`src/rtl/branch_resolve_predictor.sv`:
```
// ---------------------------------------------------------------------------
// branch_resolve_predictor
//
// Supplies and closes the branch prediction carried through the ID/EX register.
//   ID side : per-PC 2-bit saturating-counter lookup produces id_predTaken_o,
//             which is captured into ID/EX alongside the instruction.
//   EX side : consumes the resolved branch, trains the table, requests the
//             IF/ID + ID/EX flush on a mispredict, selects the corrected PC
//             and keeps saturating branch/mispredict statistics.
//
// Ports
//   clk_i            in   1          clock, all state updates on posedge
//   rst_i            in   1          synchronous reset, active-high
//   id_pc_i          in   32         PC of instruction in ID (lookup address)
//   id_predTaken_o   out  1          prediction for the ID instruction
//   ex_branch_i      in   1          a valid branch is resolving in EX
//   ex_predTaken_i   in   1          prediction that was acted on for it
//   ex_taken_i       in   1          actual outcome computed in EX
//   ex_pc_i          in   32         PC of the resolving branch (update address)
//   ex_pc_branch_i   in   32         taken target
//   ex_pc_default_i  in   32         fall-through PC
//   mispredict_o     out  1          flush request / PC redirect select
//   pc_correct_o     out  32         redirect PC, valid when mispredict_o = 1
//   branch_cnt_o     out  CNT_WIDTH  branches resolved since reset
//   mispredict_cnt_o out  CNT_WIDTH  mispredicts since reset
// ---------------------------------------------------------------------------
module branch_resolve_predictor #(
    parameter int          IDX_BITS   = 4,
    parameter logic [1:0]  INIT_STATE = 2'b10,
    parameter int          CNT_WIDTH  = 32
) (
    input  logic                 clk_i,
    input  logic                 rst_i,
    input  logic [31:0]          id_pc_i,
    output logic                 id_predTaken_o,
    input  logic                 ex_branch_i,
    input  logic                 ex_predTaken_i,
    input  logic                 ex_taken_i,
    input  logic [31:0]          ex_pc_i,
    input  logic [31:0]          ex_pc_branch_i,
    input  logic [31:0]          ex_pc_default_i,
    output logic                 mispredict_o,
    output logic [31:0]          pc_correct_o,
    output logic [CNT_WIDTH-1:0] branch_cnt_o,
    output logic [CNT_WIDTH-1:0] mispredict_cnt_o
);

    localparam int ENTRIES = 1 << IDX_BITS;

    // Next state of a 2-bit saturating counter given the branch outcome.
    function automatic logic [1:0] sat_counter_next(input logic [1:0] cur, input logic taken);
        logic [1:0] nxt;
        if (taken) begin
            nxt = (cur == 2'b11) ? 2'b11 : cur + 2'b01;
        end else begin
            nxt = (cur == 2'b00) ? 2'b00 : cur - 2'b01;
        end
        return nxt;
    endfunction

    // Statistics increment that sticks at all-ones instead of wrapping.
    function automatic logic [CNT_WIDTH-1:0] sat_stat_inc(input logic [CNT_WIDTH-1:0] cur, input logic inc);
        logic [CNT_WIDTH-1:0] nxt;
        if (inc && (cur != {CNT_WIDTH{1'b1}})) begin
            nxt = cur + {{(CNT_WIDTH-1){1'b0}}, 1'b1};
        end else begin
            nxt = cur;
        end
        return nxt;
    endfunction

    logic [1:0]           r_table [ENTRIES];
    logic [CNT_WIDTH-1:0] r_branch_cnt;
    logic [CNT_WIDTH-1:0] r_mispredict_cnt;

    logic [IDX_BITS-1:0]  w_id_idx;
    logic [IDX_BITS-1:0]  w_ex_idx;
    logic                 w_mispredict;
    logic [31:0]          w_pc_correct;

    // Word-aligned PCs: bits [1:0] and everything above the index are not
    // used, so aliasing PCs share one counter (untagged table).
    assign w_id_idx = id_pc_i[IDX_BITS+1:2];
    assign w_ex_idx = ex_pc_i[IDX_BITS+1:2];

    logic w_unused_pc_bits;
    assign w_unused_pc_bits = ^{id_pc_i[31:IDX_BITS+2], id_pc_i[1:0],
                                ex_pc_i[31:IDX_BITS+2], ex_pc_i[1:0]};

    // Resolve: compare against the prediction carried down the pipe, not a
    // fresh table read, since the entry may have been retrained meanwhile.
    always_comb begin
        w_mispredict = 1'b0;
        w_pc_correct = ex_pc_default_i;
        if (ex_branch_i && (ex_taken_i != ex_predTaken_i)) begin
            w_mispredict = 1'b1;
        end else begin
            w_mispredict = 1'b0;
        end
        if (ex_taken_i) begin
            w_pc_correct = ex_pc_branch_i;
        end else begin
            w_pc_correct = ex_pc_default_i;
        end
    end

    // Counter table training and statistics; reset wins over any update.
    always_ff @(posedge clk_i) begin
        if (rst_i) begin
            for (int i = 0; i < ENTRIES; i++) begin
                r_table[i] <= INIT_STATE;
            end
            r_branch_cnt     <= {CNT_WIDTH{1'b0}};
            r_mispredict_cnt <= {CNT_WIDTH{1'b0}};
        end else begin
            if (ex_branch_i) begin
                r_table[w_ex_idx] <= sat_counter_next(r_table[w_ex_idx], ex_taken_i);
            end
            r_branch_cnt     <= sat_stat_inc(r_branch_cnt, ex_branch_i);
            r_mispredict_cnt <= sat_stat_inc(r_mispredict_cnt, w_mispredict);
        end
    end

    // Lookup returns the pre-update value on a same-cycle index collision.
    assign id_predTaken_o   = r_table[w_id_idx][1];
    assign mispredict_o     = w_mispredict;
    assign pc_correct_o     = w_pc_correct;
    assign branch_cnt_o     = r_branch_cnt;
    assign mispredict_cnt_o = r_mispredict_cnt;

endmodule

```
`config.mk`:
```
export PLATFORM = sky130hd
export DESIGN_NAME = branch_resolve_predictor
export DESIGN_NICKNAME = d
export VERILOG_FILES = /design/src/rtl/branch_resolve_predictor.sv
export SDC_FILE = /design/constraint.sdc
export NUM_CORES = 1
export LEC_CHECK = 0
export ABC_CLOCK_PERIOD_IN_PS = 2400
export CAP_MARGIN = 20
export CORE_MARGIN = 5
export CORE_UTILIZATION = 39
export CTS_BUF_LIST = sky130_fd_sc_hd__clkbuf_4 sky130_fd_sc_hd__clkbuf_8 sky130_fd_sc_hd__clkbuf_16
export CTS_CLUSTER_DIAMETER = 80
export DETAILED_ROUTE_END_ITERATION = 12
export PLACE_DENSITY = 0.82
export SLEW_MARGIN = 40
export SYNTH_ARGS = -nofsm -noshare
export SYNTH_HDL_FRONTEND = slang
export SYNTH_SLANG_ARGS = --single-unit
export TNS_END_PERCENT = 100
```
`constraint.sdc`:
```
create_clock -name clk_i -period 2.4 [get_ports clk_i]
set_input_delay 0.48 -clock clk_i [delete_from_list [all_inputs] [get_ports clk_i]]
set_output_delay 0.48 -clock clk_i [all_outputs]
set_load 0.05 [all_outputs]
```
==> results.cfg <==
[clocking]
cts_tree = yes
htreeDepth = 3
cts_buffers = 9
cts-root-buf = clkbuf_16
cts_hold_buf = 0
clock_path_buffers = 2
cts_sinks = 96
insertion_delay_ps = 340
path_clk_slew_ps = 70

[logic_synthesis]
synth_top_area_frac = 0.2378
synthTopCellsByArea = dfxtp_1, edfxtp_1, mux2_2
synth.largest_area_cell = dfxtp_1
syn_area_sq_mm = 0.005388
yosys.cell_types.count = 55
syn_inst = 574
synth_warnings = 0
ys.flop_type = dfxtp_1
synth-edff-count = 32
yosys_register_bits = 96
async_reset_ff_frac = 0
yosysSeqAreaShare = 0.4162
postSynthAreaPerCell_sq_um = 9.386
synth_fp_nets = 709

[critical_path]
slowest_delay_ps = 490
timing.rr.start = mispredict_cnt_o[20]
critPathMostFrequentCell = mux4_2
crit_required_ps = 1920
cp.arrival_ps = 1910
endpoint_kind = output port
cp-start-kind = flip-flop
r2r-end = mispredict_cnt_o[26]
path_class = reg2out
reg2reg_depth = 5
critPathBufInv = 1
path_cells = mux4_2, mux4_2, buf_6
critPathTopFamily = multiplexers
r2r_setup_slack_ps = 230
cp_max_fo = 2
critical_path.slowest_cell = mux4_2

[pwr]
power_frac_comb = 0.219
swShare = 0.2618
ir_drop_v = 0.0004082
power_density_mw_per_mm2 = 473.4
p_leak_nw = 2.969
internal_power_w = 0.002977
switchingPower_w = 0.001056
p_clk_frac = 0.356
power_frac_seq = 0.424

[worst_hold_path]
holdPathEnd = branch_cnt_o[18]
worstHoldPathCells = 2
hp-class = reg2reg
holdCritStartpoint = branch_cnt_o[18]

[timing]
period_share = 0.9964
tightest_slew_ps = 634.1
max_slew_margin = 0.5759
rsz0062_at_grt = yes
fin_hold_ws_ps = 503.8
skew_ps = 9.315
hold_viol_final = 0
fmax_ghz = 0.4182
fin_crit_ps = 2391
slew_violations = 0
setup_violations = 0
worst_slack_ps = 8.708

[global_routing]
use_met3 = 0.04640
grt_usage = 0.2120
busiest_layer = met2
grtUsageMet1 = 0.2415
grt-ovfl-total = 0
met2_usage = 0.3735
grt_pass1_wl_microns = 27660
grt_pass1_vias = 5434
antenna_found_initial = 0
grt_max_degree = 66

[detailed_routing]
drtIter0Drc = 315
post_drt_via_cell_ratio = 5.557
num_vias = 5474
postRouteAntennaNets = 0
route.detailed.drc = 0
wl_per_cell_microns = 18.08
dr.pass1.iters = 7
wirelength_microns = 17800

[finish]
area_growth_pct = 58.13
fin_nets = 935
fill_cells = 1104
multi_input_area_sq_mm = 0.002973
finalInstanceArea_sq_mm = 0.008519
diodes = 0
regArea_sq_mm = 0.002263
layout-drive-gt1-share = 0.2621

[die]
fp.dieH_microns = 127.5
start_util = 0.3927
die_area_sq_mm = 0.01627
chipWidth_microns = 127.5
core_area_sq_mm = 0.01372
rows = 43
io-pin-count = 231

[placed_design]
place_area_sq_mm = 0.008112
dp_slack_ps = -438.1
place_congestion = 0.8547
dp_hpwl_microns = 13560
io_buffers = 174

[job]
cap_violations = 0

[status]
status = finished, final reports clean
## per-stage QoR
step | utilization | TNS [ps] | std cells | total power (W)
finish | 0.6210 | 0 | 985 | 0.004033
global route | 0.6210 | -30.25 | 985 | 0.004166
CTS | 0.6173 | -1.595 | 983 | 0.004055
detailed placement | 0.5912 | -15050 | 963 | 0.002607
global placement | 0.5912 | -11360 | 963 | 0.002594
floorplan | - | 0 | 574 | 0.002134
## synthesized netlist by cell type, types with 6 or more instances
| cell | n |
|---|---|
| a21oi_1 | 34 |
| and2_1 | 6 |
| and3_1 | 7 |
| and4_1 | 8 |
| buf_2 | 9 |
| clkbuf_1 | 14 |
| dfxtp_1 | 64 |
| edfxtp_1 | 32 |
| inv_1 | 16 |
| mux2_2 | 36 |
| mux4_2 | 13 |
| nand2_1 | 57 |
| nand3_1 | 29 |
| nand4_1 | 25 |
| nor2_1 | 46 |
| nor2b_1 | 6 |
| nor3_1 | 14 |
| nor4_1 | 7 |
| o21ai_0 | 22 |
| o31ai_1 | 10 |
| or3_1 | 21 |
| or4_1 | 8 |
| xnor2_1 | 9 |
| xor2_1 | 9 |
## power by group through the flow
stage          Sequential (W)  Clock, W  Combinational [W]
2_1_floorplan         0.00177         0           0.000369
3_3_place_gp          0.00175         0           0.000847
3_5_place_dp          0.00175         0           0.000860
4_1_cts               0.00171   0.00146           0.000879
5_1_grt               0.00171   0.00153           0.000921
6_report              0.00171   0.00144           0.000884
## kinds of logic after synthesis
group,after synthesis,share of synthesized area
AOI/OAI and AO/OA,107,0.1289
muxes,51,0.1333
adders and majority gates,4,0.008360
buffers and inverters,46,0.03553
and+or+nand+nor,252,0.2485
DFF,96,0.4162
xor gates and xnor gates,18,0.02926
## layout make-up
type | instances | share of cell area
tap | 180 | 0.02644
sequential | 96 | 0.2657
timing repair buffer | 244 | 0.3163
multi-input combinational | 432 | 0.3489
clock buffer | 10 | 0.02805
clock inverter | 6 | 0.007049
inverter | 17 | 0.007490
## placed cells by master, fill, tap and decap left out, types with 4 or more instances in the layout
cell type / n
o41ai_1: 5
and2_1: 6
nand4_1: 25
a21oi_1: 33
nor2_1: 46
or4_1: 8
o31ai_1: 9
or2_2: 4
xor2_1: 9
dfxtp_2: 17
inv_1: 18
dfxtp_1: 47
a31o_2: 4
mux4_2: 13
nor3_1: 14
a31oi_1: 4
or3_1: 21
nor2b_1: 6
nand2_1: 56
edfxtp_1: 32
and4_1: 7
and3_1: 7
xnor2_1: 9
mux2_2: 36
buf_4: 63
nand3_1: 29
o21a_1: 5
o311ai_0: 5
o21ai_0: 21
clkbuf_16: 10
clkdlybuf4s50_1: 134
buf_12: 38
nor4_1: 7
o211ai_1: 5
## worst register-to-register path, delay by kind of cell (launching register included)
kind	cells	cell delay [ps]
AO/OA/AOI/OAI	1	140
flip-flops	1	420
AND/OR/NAND/NOR	4	1550
## flip-flops by register name, summed over array words and instances, names as in the netlist
register and flops:
branch_cnt_o 32, mispredict_cnt_o 32, r_table 32
## per-layer routing
metal | share of wire | routed length [microns]
met1 | 0.39 | 6912
met2 | 0.49 | 8680
met3 | 0.081 | 1434
met4 | 0.044 | 776
met5 | 0 | 0
## repair_timing
item / 4_1_cts / 5_1_grt
buffers inserted: 3 / 1
cloned: 1 / 1
gates resized for setup: 12 / 5
pin swaps: 1 / 2
setup endpoints to repair: 40 / 36
## how the worst max path moves through the flow
stage | start | end | slack (ps) | cells past startpoint
after global routing | r_table[14][1] | id_predTaken_o | -30 | 3
final | r_table[15][1] | id_predTaken_o | 9 | 3
after global placement | ex_pc_i[2] | r_table[14][0] | -390 | 7
after CTS | r_table[14][1] | id_predTaken_o | -2 | 3
after detailed placement | ex_pc_i[2] | r_table[8][0] | -440 | 8
after floorplan | mispredict_cnt_o[19] | mispredict_cnt_o[26] | 6 | 6
Note: power is estimated with default switching activity, not from simulation.
==> edit 1, RTL diff (same flow settings) <==
Reset style: asynchronous (`rst_i`), changed in one clocked block. Comments in the files are not updated.
--- a/src/rtl/branch_resolve_predictor.sv
+++ b/src/rtl/branch_resolve_predictor.sv
@@ -107,3 +107,3 @@
     // Counter table training and statistics; reset wins over any update.
-    always_ff @(posedge clk_i) begin
+    always_ff @(posedge clk_i or posedge rst_i) begin
         if (rst_i) begin
Behaviour: differs if rst_i is asserted again (counterexample within 4 cycles, from zero or initial values and one cycle with rst_i high); with rst_i held inactive, the same outputs for 4 cycles.
==> edit 1 against the original RTL <==
- non-clock buffer count decreased by 40
- cell area decreased by 5.1%
- die area decreased by 2.2%
- global-route usage decreased by 0.95 points
- setup slack improved by 0.023 ns
- area after synthesis decreased by 2.3%
- routed wire length decreased by 10%
- sequential cell count unchanged
Power is not compared: it rests on default switching activity, and its combinational part moved more than twofold at a synthesized area within 25%.
==> edit 1: results (changes against the original RTL) <==
** STA
- The worst max-slew margin expressed relative to the limit came to 57.50% (was 57.59%).
- The clock tree skew after final layout came to 0.008505 ns (was 0.009315 ns).
- The worst-case setup margin in the final layout is 0.03200 ns (was 0.008708 ns).

** Drt
- 1st-iter DRT viols :: 202 (was 315)
- Wire length on met2 :: 8.113 mm (was 8.680 mm)
- Vias post-DR :: 4608 (was 5474)
- Met3 routed WL :: 1.229 mm (was 1.434 mm)
- First-pass DRT Iterations :: 4 (was 7)
- Routed metal-1 wirelength :: 6.326 mm (was 6.912 mm)

** Placement
- Placer Congestion :: 0.9667 (was 0.8547)
- DP HPWL :: 12.07 mm (was 13.56 mm)
- Total instance count after detailed placement :: 823 (was 963)
- The setup slack at placement is -0.4690 ns (was -0.4381 ns).

** Final layout
- Fill cells :: 1033 (was 1104)
- The layout net count was 796 (was 935).
- Post-route insts no fill :: 842 (was 985)
- The area of the multi-input gates came to 0.002739 sq mm (was 0.002973 sq mm).

** Outcome
- Result of the run :: finished clean (unchanged)

** Setup path
- Longest individual stage delay on the worst path :: 0.58 ns (was 0.49 ns)
- Worst R2R Start :: mispredict_cnt_o[23] (was mispredict_cnt_o[20])
- The cell at the slowest stage of the critical path was clkdlybuf4s50_1 (was mux4_2).
- Worst EP arrival :: 1.89 ns (was 1.91 ns)
- The setup slack of the worst register-to-register path came to 0.21 ns (was 0.23 ns).
- The end of the worst register-to-register path is mispredict_cnt_o[29] (was mispredict_cnt_o[26]).
- The largest driver fanout on the critical path is 3 (was 2).
- Timing startpoint of the critical path :: ex_taken_i (was r_table[15][1])
- End of the critical path :: mispredict_o (was id_predTaken_o)
- The family with the most delay on the worst path is buffers and inverters (was multiplexers).

** Global routing
- Global router's overall resource usage :: 20.26% (was 21.20%)
- The met1 track demand over resource was 24.47% (was 24.15%).
- Met3 track utilization from global routing :: 5.758% (was 4.640%)
- The number of antenna violations at the first check in global routing is 0 (unchanged).
- Via count of the first global-routing pass :: 4927 (was 5434)
- Gr ovfl total :: 0 (unchanged)
- Wire length of the first global-routing pass :: 26.25 mm (was 27.66 mm)
- The maximum number of pins on one net before global-route repair is 44 (was 66).

** Logic synthesis
- Library cell with the largest summed area after synthesis :: dfrtp_1 (was dfxtp_1)
- Share of async-settable or async-resettable flops after synthesis :: 100.0% (was 0%)
- Syn_nets :: 596 (was 709)
- Top cells by area, synth: dfrtp_1 38%, mux2_2 14%, dfstp_2 8.0%, xor2_1 6.0%, mux4_2 4.7% (was dfxtp_1 24%, edfxtp_1 18%, mux2_2 7.5%, mux4_2 5.4%, nand2_1 4.0%).
- Part of the Yosys area used for sequential elements :: 46.04% (was 41.62%)
- Commonest cells post-synth :: 80 x dfrtp_1, 66 x mux2_2, 38 x nand3_1 (was 64 x dfxtp_1, 57 x nand2_1, 46 x nor2_1)
- Number of instances in the synthesized netlist :: 461 (was 574)
- Count of cell types in the netlist :: 41 (was 55)

** Clock network
- Setup Fix Bufs, Post-CTS :: 0 (was 3)
-- edit 1: cell types whose count changed after synthesis, moves of 24 or more --
cell      delta
a21oi_1     -26
dfrtp_1     +80
dfxtp_1     -64
edfxtp_1    -32
mux2_2      +30
nand2_1     -28
nor2_1      -24
xor2_1      +27
-- edit 1: cell families after synthesis --
kind of cell    after synthesis  synth area share, %
xor+xnor                     61                10.15
simple gates                172                17.67
buf+inv                      27                2.450
flops                        96                46.04
mux                          79                19.83
compound gates               22                2.949
fa+ha+maj                     4               0.9036
-- edit 1: power by group through the flow --
stage | Combinational (W) | Clock, W | Sequential (W)
floorplan | 0.000844 | 0 | 0.00255
global placement | 0.00193 | 0 | 0.00220
detailed placement | 0.00198 | 0 | 0.00223
CTS | 0.00203 | 0.00142 | 0.00221
global route | 0.00213 | 0.00151 | 0.00225
finish | 0.00202 | 0.00138 | 0.00221
-- edit 1: how the worst min path moves through the flow --
stage,from,endpoint,slack [ns],cells past startpoint
after floorplan,r_table[6],r_table[6],0.47,1
after global placement,branch_cnt_o[23],branch_cnt_o[23],0.47,1
after detailed placement,branch_cnt_o[5],branch_cnt_o[5],0.48,1
after CTS,branch_cnt_o[5],branch_cnt_o[5],0.49,1
after global routing,branch_cnt_o[5],branch_cnt_o[5],0.50,1
final,branch_cnt_o[5],branch_cnt_o[5],0.49,1
-- edit 1: cell type report --
cell class	count	area share (%)
Clock inverter	2	0.1857
Sequential cell	96	29.96
Multi-Input combinational cell	340	33.88
Inverter	10	0.5108
Timing Repair Buffer	204	29.41
Tap cell	176	2.724
Clock buffer	14	3.328
-- edit 1: what timing repair did --
action,4_1_cts,5_1_grt
pin swaps,3,0
endpoints found under the setup margin,33,9
gates resized for setup,9,2
gates cloned,3,0
==> edit 2, RTL diff (same flow settings) <==
Without the edit above. Change the parameter `IDX_BITS` from 4 to 3.
--- a/src/rtl/branch_resolve_predictor.sv
+++ b/src/rtl/branch_resolve_predictor.sv
@@ -27,3 +27,3 @@
 module branch_resolve_predictor #(
-    parameter int          IDX_BITS   = 4,
+    parameter int          IDX_BITS   = 3,
     parameter logic [1:0]  INIT_STATE = 2'b10,
Behaviour: not the same (Yosys sat finds a counterexample within 4 cycles, from zero or initial values and one cycle with rst_i high).
==> edit 2 against the original RTL <==
- routed wire length decreased by 13%
- non-clock buffer count decreased by 16
- area after synthesis decreased by 15%
- total power decreased by 11%
- maximum frequency increased by 1.8%
- register-to-register slack got worse by 0.18 ns
- cell area decreased by 12%
- sequential cell count decreased by 16
- global-route usage increased by 0.17 points
- critical path depth increased by 2
- setup slack improved by 0.043 ns
- sequential share of layout area decreased by 2.8 points
- largest cell class unchanged
==> edit 2: results (changes against the original RTL) <==
** Pwr
- The maximum vdd drop was 0.4199 mV (was 0.4082 mV).
- The leakage power total is 2.682 nW (was 2.969 nW).
- The sequential group share of total power came to 39.1% (was 42.4%).
- The portion of total power attributed to combinational logic was 20.9% (was 21.9%).
- Internal power :: 0.002666 W (was 0.002977 W)
- The sequential power is 0.00140 W (was 0.00171 W).

** Clock network
- Clock tree from TritonCTS :: yes (unchanged)
- Clock-pin slew was measured on the worst setup and hold paths at 0.06 ns.
- Total CTS buffers :: 9 (unchanged)
- H-tree level count :: 3 (unchanged)
- The CTS root buffer was clkbuf_16 (unchanged).
- Setup Fix Bufs, Post-CTS :: 0 (was 3)
- Maximum buffer depth of the clock tree :: 2 (unchanged)
- The post-cts repair resize count came to 7 (was 12).
- The later pin in the worst-skew pair is clocked with a latency of between 0.3 and 0.4 ns.

** Logic synthesis
- The yosys synthesis warning count came to 0 (unchanged).
- Count of cell types in the netlist :: 54 (was 55)
- Commonest cells post-synth: 64 x dfxtp_1, 50 x nor2_1, 46 x mux2_2 (was 64 x dfxtp_1, 57 x nand2_1, 46 x nor2_1).
- The async set-reset flop share out of synthesis was 0% (unchanged).
- Most common flop cell mapped by yosys :: dfxtp_1 (unchanged)
- The number of enable flip-flop cells after synthesis was 16 (was 32).
- Part of the Yosys area used for sequential elements :: 38.25% (was 41.62%)
- The synthesized area divided by synthesized cell count was 9.138 sq um (was 9.386 sq um).
- The net count of the mapped netlist came to 639 (was 709).
- Top cells by area, synth: dfxtp_1 28%, mux2_2 11%, edfxtp_1 10%, nor2_1 4.1%, a21oi_1 3.2% (was dfxtp_1 24%, edfxtp_1 18%, mux2_2 7.5%, mux4_2 5.4%, nand2_1 4.0%).

** Global routing
- The via count of the first global-routing pass was 4953 (was 5434).
- Global router's overall resource usage :: 21.38% (was 21.20%)
- The number of antenna violations at the first check in global routing is 0 (unchanged).
- The first-pass GRT wire length came to 25.06 mm (was 27.66 mm).
- The maximum number of pins on one net before global-route repair is 43 (was 66).

** STA
- The number of hold violations in the final report came to 0 (unchanged).
- Max transition margin :: 54.54% (was 57.59%)
- Clock Skew :: 0.005462 ns (was 0.009315 ns)

** Placement
- The post-place instance area came to 0.007166 sq mm (was 0.008112 sq mm).
- Placer Congestion :: 0.8875 (was 0.8547)
- DP HPWL :: 12.09 mm (was 13.56 mm)
- Count of buffers inserted at the top-level ports :: 172 (was 174)
- Dpl ws :: -0.5156 ns (was -0.4381 ns)
- Total instance count after detailed placement :: 849 (was 963)

** Drt
- The initial detailed-routing violation count is 264 (was 315).
- The average via count per standard cell came to 5.588 (was 5.557).
- The iteration count of the initial detailed-routing pass is 5 (was 7).
- The routed wire length was 15.54 mm (was 17.80 mm).
- The average routed wire per standard cell came to 17.92 um (was 18.08 um).

** Worst hold path
- Type of the most critical hold path :: flop to flop (unchanged)

** Final layout
- The fraction of layout instances using a drive strength above 1 was 27.62% (was 26.21%).
- The antenna diode instance count is 0 (unchanged).

** Setup path
- The largest driver fanout on the critical path is 7 (was 2).
- Worst EP arrival :: 2.57 ns (was 1.91 ns)

** Outcome
- Result of the run :: finished clean (unchanged)
edit 2: cell types whose count changed after synthesis, moves of 5 or more:
cell,unedited run,this run
buf_2,9,1
o41ai_1,5,0
inv_1,16,8
edfxtp_1,32,16
mux4_2,13,6
nand4_1,25,17
a21oi_1,34,29
nor2b_1,6,14
mux2_2,36,46
nand2_1,57,35
edit 2: path summary, 6_finish.rpt:
path                              from              endpoint  slack (ns)  cells past startpoint
setup / recovery  mispredict_cnt_o[11]  mispredict_cnt_o[29]        0.05                      5
hold / removal    mispredict_cnt_o[13]  mispredict_cnt_o[13]        0.50                      2
setup reg to reg  mispredict_cnt_o[11]  mispredict_cnt_o[29]        0.05                      5
hold reg to reg   mispredict_cnt_o[13]  mispredict_cnt_o[13]        0.50                      2
edit 2: cell families (layout without fill, tap and decap cells):
kind of cell	after synthesis	after routing	share of synthesized area, %
compound gates	85	85	11.76
xor+xnor	21	21	4.157
flops	80	80	38.25
buf+inv	32	252	2.798
mux	54	54	14.62
simple gates	228	228	27.44
fa+ha+maj	4	4	0.9779
edit 2: final cells by class:
cell class                 instances  area [sq um]
timing repair buffer             228          2479
tap                              143         178.9
sequential                        80          1785
clock buffer                      13         272.8
multi-input combinational        392          2741
inverter                           8         30.03
fill                             876          3989
clock inverter                     3         40.04
edit 2: worst max-delay path, cell delays in order, from the launching register on:
cell     delay [ns]
dfxtp_2        0.39
nand4_1        0.27
or4_1          0.57
a311o_1        0.33
nor4_1         0.29
mux2_2         0.39
edit 2: layer usage:
layer	GRT usage, %	vias to the layer above	share of wire (%)	wire, um
met5	0	-	0	0
met4	5.865	0	1.7	271
met3	4.107	26	4.0	617
met2	39.47	141	54	8453
met1	25.19	2355	40	6197
li1	-	2323	-	-
